==> src/rtl/arb_mux_bus.sv <==
// arb_mux_bus: registered N-channel bus multiplexer with valid/ready on every
// input and on the output. The channel is chosen either explicitly via sel
// (mode 0) or by a round-robin search starting at ptr (mode 1). A drained
// word can be replaced by a new one in the same cycle, so the block sustains
// one transfer per clock while the consumer keeps outReady high.
module arb_mux_bus #(
  parameter int nrOfBits    = 8,
  parameter int nrOfSelBits = 2
) (
  input  logic                                  clock,
  input  logic                                  reset_n,
  input  logic                                  enable,
  input  logic                                  mode,
  input  logic [nrOfSelBits-1:0]                sel,
  input  logic [(1 << nrOfSelBits)-1:0]          inValid,
  output logic [(1 << nrOfSelBits)-1:0]          inReady,
  input  logic [(1 << nrOfSelBits)*nrOfBits-1:0] muxIn,
  output logic [nrOfBits-1:0]                   muxOut,
  output logic                                  outValid,
  input  logic                                  outReady,
  output logic [nrOfSelBits-1:0]                outChannel
);

  localparam int W  = nrOfBits;
  localparam int SW = nrOfSelBits;
  localparam int N  = 1 << nrOfSelBits;

  // Output register and round-robin pointer.
  logic [W-1:0]  data_q, data_d;
  logic [SW-1:0] chan_q, chan_d;
  logic          valid_q, valid_d;
  logic [SW-1:0] ptr_q, ptr_d;

  // Arbitration results.
  logic [SW-1:0] cand_idx;
  logic          cand_ok;
  logic [SW-1:0] probe;
  logic          slot_free;
  logic          grant;

  // Unflattened view of the input data bus.
  logic [W-1:0]  ch_data [N];

  genvar gi;
  generate
    for (gi = 0; gi < N; gi++) begin : g_chan
      assign ch_data[gi] = muxIn[gi*W +: W];
      // Ready is a one-hot copy of the grant; it never looks at muxIn.
      assign inReady[gi] = grant && (cand_idx == SW'(gi));
    end
  endgenerate

  // Candidate selection: explicit sel, or first valid channel from ptr upward.
  always_comb begin
    cand_idx = sel;
    cand_ok  = 1'b0;
    probe    = '0;
    if (!mode) begin
      cand_ok = inValid[sel];
    end else begin
      // Walk offsets from farthest to nearest so the nearest valid one wins.
      for (int k = N - 1; k >= 0; k--) begin
        probe = ptr_q + SW'(k);
        if (inValid[probe]) begin
          cand_idx = probe;
          cand_ok  = 1'b1;
        end
      end
    end
  end

  // Grant when enabled, the output slot frees up this cycle, and a candidate
  // exists. Reset forces all ready bits low even before the first edge.
  assign slot_free = !valid_q || outReady;
  assign grant     = reset_n && enable && slot_free && cand_ok;

  // Next-state for the output register and pointer.
  always_comb begin
    data_d  = data_q;
    chan_d  = chan_q;
    valid_d = valid_q;
    ptr_d   = ptr_q;
    if (grant) begin
      data_d  = ch_data[cand_idx];
      chan_d  = cand_idx;
      valid_d = 1'b1;
      if (mode) begin
        ptr_d = cand_idx + SW'(1);
      end
    end else if (outReady) begin
      valid_d = 1'b0;
    end
  end

  // State register with asynchronous clear.
  always_ff @(posedge clock or negedge reset_n) begin
    if (!reset_n) begin
      data_q  <= '0;
      chan_q  <= '0;
      valid_q <= 1'b0;
      ptr_q   <= '0;
    end else begin
      data_q  <= data_d;
      chan_q  <= chan_d;
      valid_q <= valid_d;
      ptr_q   <= ptr_d;
    end
  end

  // Data reads zero whenever the register is empty; the channel index stays.
  assign muxOut     = valid_q ? data_q : '0;
  assign outValid   = valid_q;
  assign outChannel = chan_q;

endmodule

==> config.mk <==
export PLATFORM = sky130hd
export DESIGN_NAME = arb_mux_bus
export DESIGN_NICKNAME = d
export VERILOG_FILES = /design/src/rtl/arb_mux_bus.sv
export SDC_FILE = /design/constraint.sdc
export NUM_CORES = 1
export LEC_CHECK = 0
export ABC_AREA = 1
export BUFFER_PORTS_ARGS = -buffer_cell sky130_fd_sc_hd__buf_2
export CAP_MARGIN = 40
export CELL_PAD_IN_SITES_DETAIL_PLACEMENT = 1
export CELL_PAD_IN_SITES_GLOBAL_PLACEMENT = 1
export CORE_AREA = 4 4 70 72
export DETAILED_ROUTE_END_ITERATION = 8
export DIE_AREA = 0 0 74 76
export PLACE_DENSITY = 0.9
export SYNTH_ARGS = -nofsm -noshare
export SYNTH_HDL_FRONTEND = slang
export SYNTH_SLANG_ARGS = --single-unit
export TNS_END_PERCENT = 20
==> constraint.sdc <==
create_clock -name clock -period 4.2 [get_ports clock]
set_input_delay 0 -clock clock [delete_from_list [all_inputs] [get_ports clock]]
set_output_delay 0 -clock clock [all_outputs]
set_load 0.02 [all_outputs]
---- Word level (Yosys, flattened, before mapping) ----
Cells that the tools add are included.
word-level totals
  flip-flop bits (word level) ............. 13
  bits of input ports ..................... 43
  output and inout port bits .............. 15
  logic and storage cells ................. 56
operators by class
  $add $sub $neg .......................... 4
  magnitude comparators ................... 6
  equal/unequal tests ..................... 3
  muxes and demuxes ....................... 26
  bitwise logic cells ..................... 1
  reduce and logical (&&, ||, !) cells .... 12
operators with widths
  kind                   number
  $mux W8                3
  $bmux W8 S2            1
  $lt A2 B3 Y1 const B   5
  $mux W1                12
  $bmux W1 S2            5
  $mux W2                5
  $logic_and A1 B1 Y1    7
  $add A2 B1 Y2 const B  2
  $add A2 B2 Y2 const B  2
  $eq A2 B2 Y1 const B   2
  $ge A3 B3 Y1 const B   1
  $not A2 Y3             1
  $eq A2 B1 Y1 const B   1
  $logic_not A2 Y1       1
  $reduce_and A2 Y1      1
  $reduce_bool A2 Y1     1
  $logic_not A1 Y1       1
  $logic_or A1 B1 Y1     1

---- Depth between registers and ports, before layout ----
  word-level depth ........................ 12
  gate-level depth with buffers ........... 18
  gate-level depth less buffers ........... 17

---- Worst setup path after synthesis ----
No wires, ideal clock.
  path kind ............................... reg2out
  start point ............................. register ptr_q[0]
  end point ............................... output port inReady[0]
  data arrival time ....................... 1752 ps
  required time ........................... 4200 ps
  setup slack ............................. 2448 ps
  stages on the path, launching flop included .. 17
  buffers on the path ..................... 1
  path through ............................ dfrtp_1 inv_1 nand2_1 nand2_1 nand2_1 nand2_1 nand2_1 nand3_1 nand2_1 nand2_1 nand2_2 nand2_4 nand2_4 buf_6 inv_2 nand2_1 nor2_1
on the way
  cells in the longest elaborated chain, start to end .. 10
  elaborated cells on any way between the ends .. 24
  those cells by class .................... 3 x add/sub; 18 x mux; 3 x reduce/logical
ends and longest elaborated chain
  item                                                     RTL line  text
  from (decl)                                              32        logic [SW-1:0] ptr_q, ptr_d;
  from (signal assigned)                                   106       ptr_q <= ptr_d;
  $add A2 B2 Y2                                            63        probe = ptr_q + SW'(k);
  $bmux W1 S2                                              64        if (inValid[probe]) begin
  $mux W1 (implied by the code)                            64
  $mux W2 or $mux W1 (tied branches) (4 in series)         64
  $mux W2 or $mux W1 (tied branches)                       58        if (!mode) begin
  $logic_not A2 Y1 or $logic_and A1 B1 Y1 (tied branches)  49, 75
  $logic_and A1 B1 Y1 (*)                                  49        assign inReady[gi] = grant && (cand_idx == SW'(gi));
  to (decl)                                                16        output logic [(1 << nrOfSelBits)-1:0] inReady,
Mark *: on every way between the ends. The rest lies on a longest branch, timed or not. The select of a mux whose other input is x is not followed.

---- Worst setup path after layout ----
Same ends and word-level chain as after synthesis.

==> results by group <==
GRT
  • Vias in the first global route: 1,655
  • Largest net degree at the start of global routing: 20
  • Initial antenna violation count: 0
  • Total GRT Usage: 0.161
  • First-pass GRT wire length: 7550 um
  • Overflow after GRT: 0

Synthesis
  • Post-synth top area share: 0.277
  • Post-Syn Area: 0.00131 mm^2
  • Post-Syn Nets: 284
  • Sequential area share after synthesis: 0.248
  • Area leader, netlist: nand2_1
  • Synth Warn #: 0
  • Top cells by area, synth: nand2_1 28%, dfrtp_1 25%, nand3_1 16%
  • Syn Area/Cell: 5.45 um^2
  • Distinct cells, synth: 21
  • Synth Register Bits: 13
  • Syn Inst Count: 241

STA
  • Min cycle time layout: 3.01 ns
  • Fmax: 332 MHz
  • Final worst path period share: 0.716
  • Fin Clk Skew: 0.000566 ns
  • Max-slew violations: 0
  • Final setup fails: 0
  • Slew headroom: 0.580
  • Final Hold Vio Count: 0
  • Worst slew pin tran: 0.628 ns
  • Setup TNS Final: 0 ns
  • RSZ-0062 raised after global routing: no

Routing
  • DRT Wirelength: 4260 um
  • Pre-antenna DRT Iters: 4
  • Number of DRC markers in iteration 0: 67
  • # DRC: 0
  • Remaining antenna violation count: 0
  • Via count: 1,532
  • Routed len/inst: 12.3 um
  • Vias per cell: 4.41

Min path
  • HP Class: primary input to register
  • Hold path start: muxIn[30]

Worst setup path
  • Most common cell on crit path: nand2_1
  • WP data required: 4.20 ns
  • Crit. Startpoint: ptr_q[0]$_DFFE_PN0P_
  • Worst-path maximum fanout: 14
  • CP max-delay cell: dfrtp_1
  • Arrival @ worst endpoint: 3.01 ns
  • Critical path's largest stage delay: 0.54 ns
  • Nature of the critical path startpoint: register
  • CP endpoint kind: output pin
  • Worst-path cell chain: inv_1 > nand2_1 > and2_1 > nand2_1 > nand2_1 > inv_1 > nand3_1 > nand4_1 > inv_1 > nand2_1 > nor2_1 > buf_2
  • FF-to-FF Start: ptr_q[0]$_DFFE_PN0P_
  • Kind of critical path: register to output pin

Clocking
  • Clock tree buffer depth: 2
  • Total CTS buffers: 3
  • Clk sinks: 13
  • Clock-pin slew of the registers on the worst-case setup and hold paths: 0.05 ns
  • Clk_lat worst skew: 0.24 ns
  • CTS resizes: 0
  • Depth of the CTS H-tree: 1
  • Root Driver: clkbuf_8
  • CTS tree: built

Pwr
  • Leak pwr: 1.16 nW
  • VDD IR max: 156 uV
  • Power Dens Cells: 566 mW/mm^2

Finish
  • Area grow syn2layout: 27.6%
  • Commonest non-fill, non-tap cell in the layout: nand2_1
  • Fin area: 0.00167 mm^2
  • Diodes inserted: 0
  • FILL cells: 638
  • Most frequent cells in the layout: 97 x nand2_1, 57 x buf_2, 54 x inv_1
  • Post-layout util: 0.390
  • Post-route non-filler standard cell count: 347
  • Share of cells above drive strength 1: 0.231
  • Nets: 339

Die
  • Core Area: 0.00429 mm^2
  • I/O pin total: 58
  • Rows: 24
  • Total die area: 0.00562 mm^2
  • Vert. Die Dim: 76 um
  • Initial core utilization: 0.306
  • Die Width: 74 um

Place
  • Post-DP Area: 0.00161 mm^2
  • GP Congestion: 0.893
  • Hpwl dp: 3540 um
  • Post-placement cell count: 341
  • I/O Buffers: 57

Outcome
  • Status: finished clean

Run
  • Max-cap violations: 0
==> registers in the layout, summed over array words and instances, names as in the netlist <==
signal	flops
data_q	8
ptr_q	2
outChannel	2
outValid	1
==> metrics by stage <==
stage,setup slack [ns],hold slack (ns),power [mW]
2_1_floorplan,2.45,-0.296,0.703
3_3_place_gp,1.56,-0.0969,0.822
3_5_place_dp,1.45,-0.0901,0.843
4_1_cts,1.19,0.166,0.958
5_1_grt,0.841,0.208,1.06
6_report,1.19,0.169,0.947
==> area by class of cell <==
cell class | count | area, um^2 | area share
Timing Repair Buffer | 59 | 305 | 0.182
Clock buffer | 4 | 45.0 | 0.0269
Multi-Input combinational cell | 163 | 723 | 0.432
Sequential cell | 13 | 325 | 0.194
Tap cell | 52 | 65.1 | 0.0389
Inverter | 56 | 210 | 0.126
==> cells in the mapped netlist <==
cell       count
nand2_1       97
inv_1         54
nand3_1       42
dfrtp_1       13
nor2_1         6
buf_2          4
o21ai_0        4
a21oi_1        2
a21oi_2        2
buf_4          2
clkbuf_1       2
inv_2          2
nand2_2        2
nand2_4        2
and2_1         1
buf_6          1
nand4_1        1
nor3_1         1
o2111ai_1      1
o211a_1        1
o211ai_1       1
==> final timing paths <==
kind | cells after the start | endpoint | slack, ns
worst min register to register | 2 | outChannel[0]$_DFFE_PN0P_ | 0.48
worst max register to register | 12 | ptr_q[0]$_DFFE_PN0P_ | 1.51
worst min-delay path | 7 | data_q[6]$_DFFE_PN0P_ | 0.17
min in group asynchronous | 2 | outValid$_DFFE_PN0P_ | 0.20
max in group asynchronous | 2 | data_q[6]$_DFFE_PN0P_ | 3.77
worst max-delay path | 12 | inReady[0] | 1.19
==> report_power, final <==
group	total, mW	switching, mW	internal, mW
Clock	0.109	0.0424	0.0669
Combinational	0.600	0.404	0.196
Sequential	0.238	0.0542	0.184
==> kinds of logic (layout without fill, tap and decap cells) <==
family	after synthesis	in the layout	share of synthesized area
simple gates	152	152	0.495
buf+inv	65	119	0.201
flops	13	13	0.248
compound gates	11	11	0.0563
==> layer usage <==
metal | GRT usage | vias to the layer above | share of wire
met4 | 0.0272 | 0 | 0.0031
met3 | 0.0224 | 2 | 0.055
met2 | 0.265 | 35 | 0.48
met1 | 0.224 | 669 | 0.46
li1 | - | 826 | -
met5 | 0 | - | 0
==> repair_timing <==
item                      CTS  global route
hold buffers                2             0
hold endpoints to repair   14             0
buffers inserted            0             0
==> critical path: cells and delay by family (launching register included) <==
kind | cells | cell delay, ns
and+or+nand+nor | 8 | 1.25
DFF | 1 | 0.54
buffers and inverters | 4 | 0.98
(Power assumes the default switching activity.)
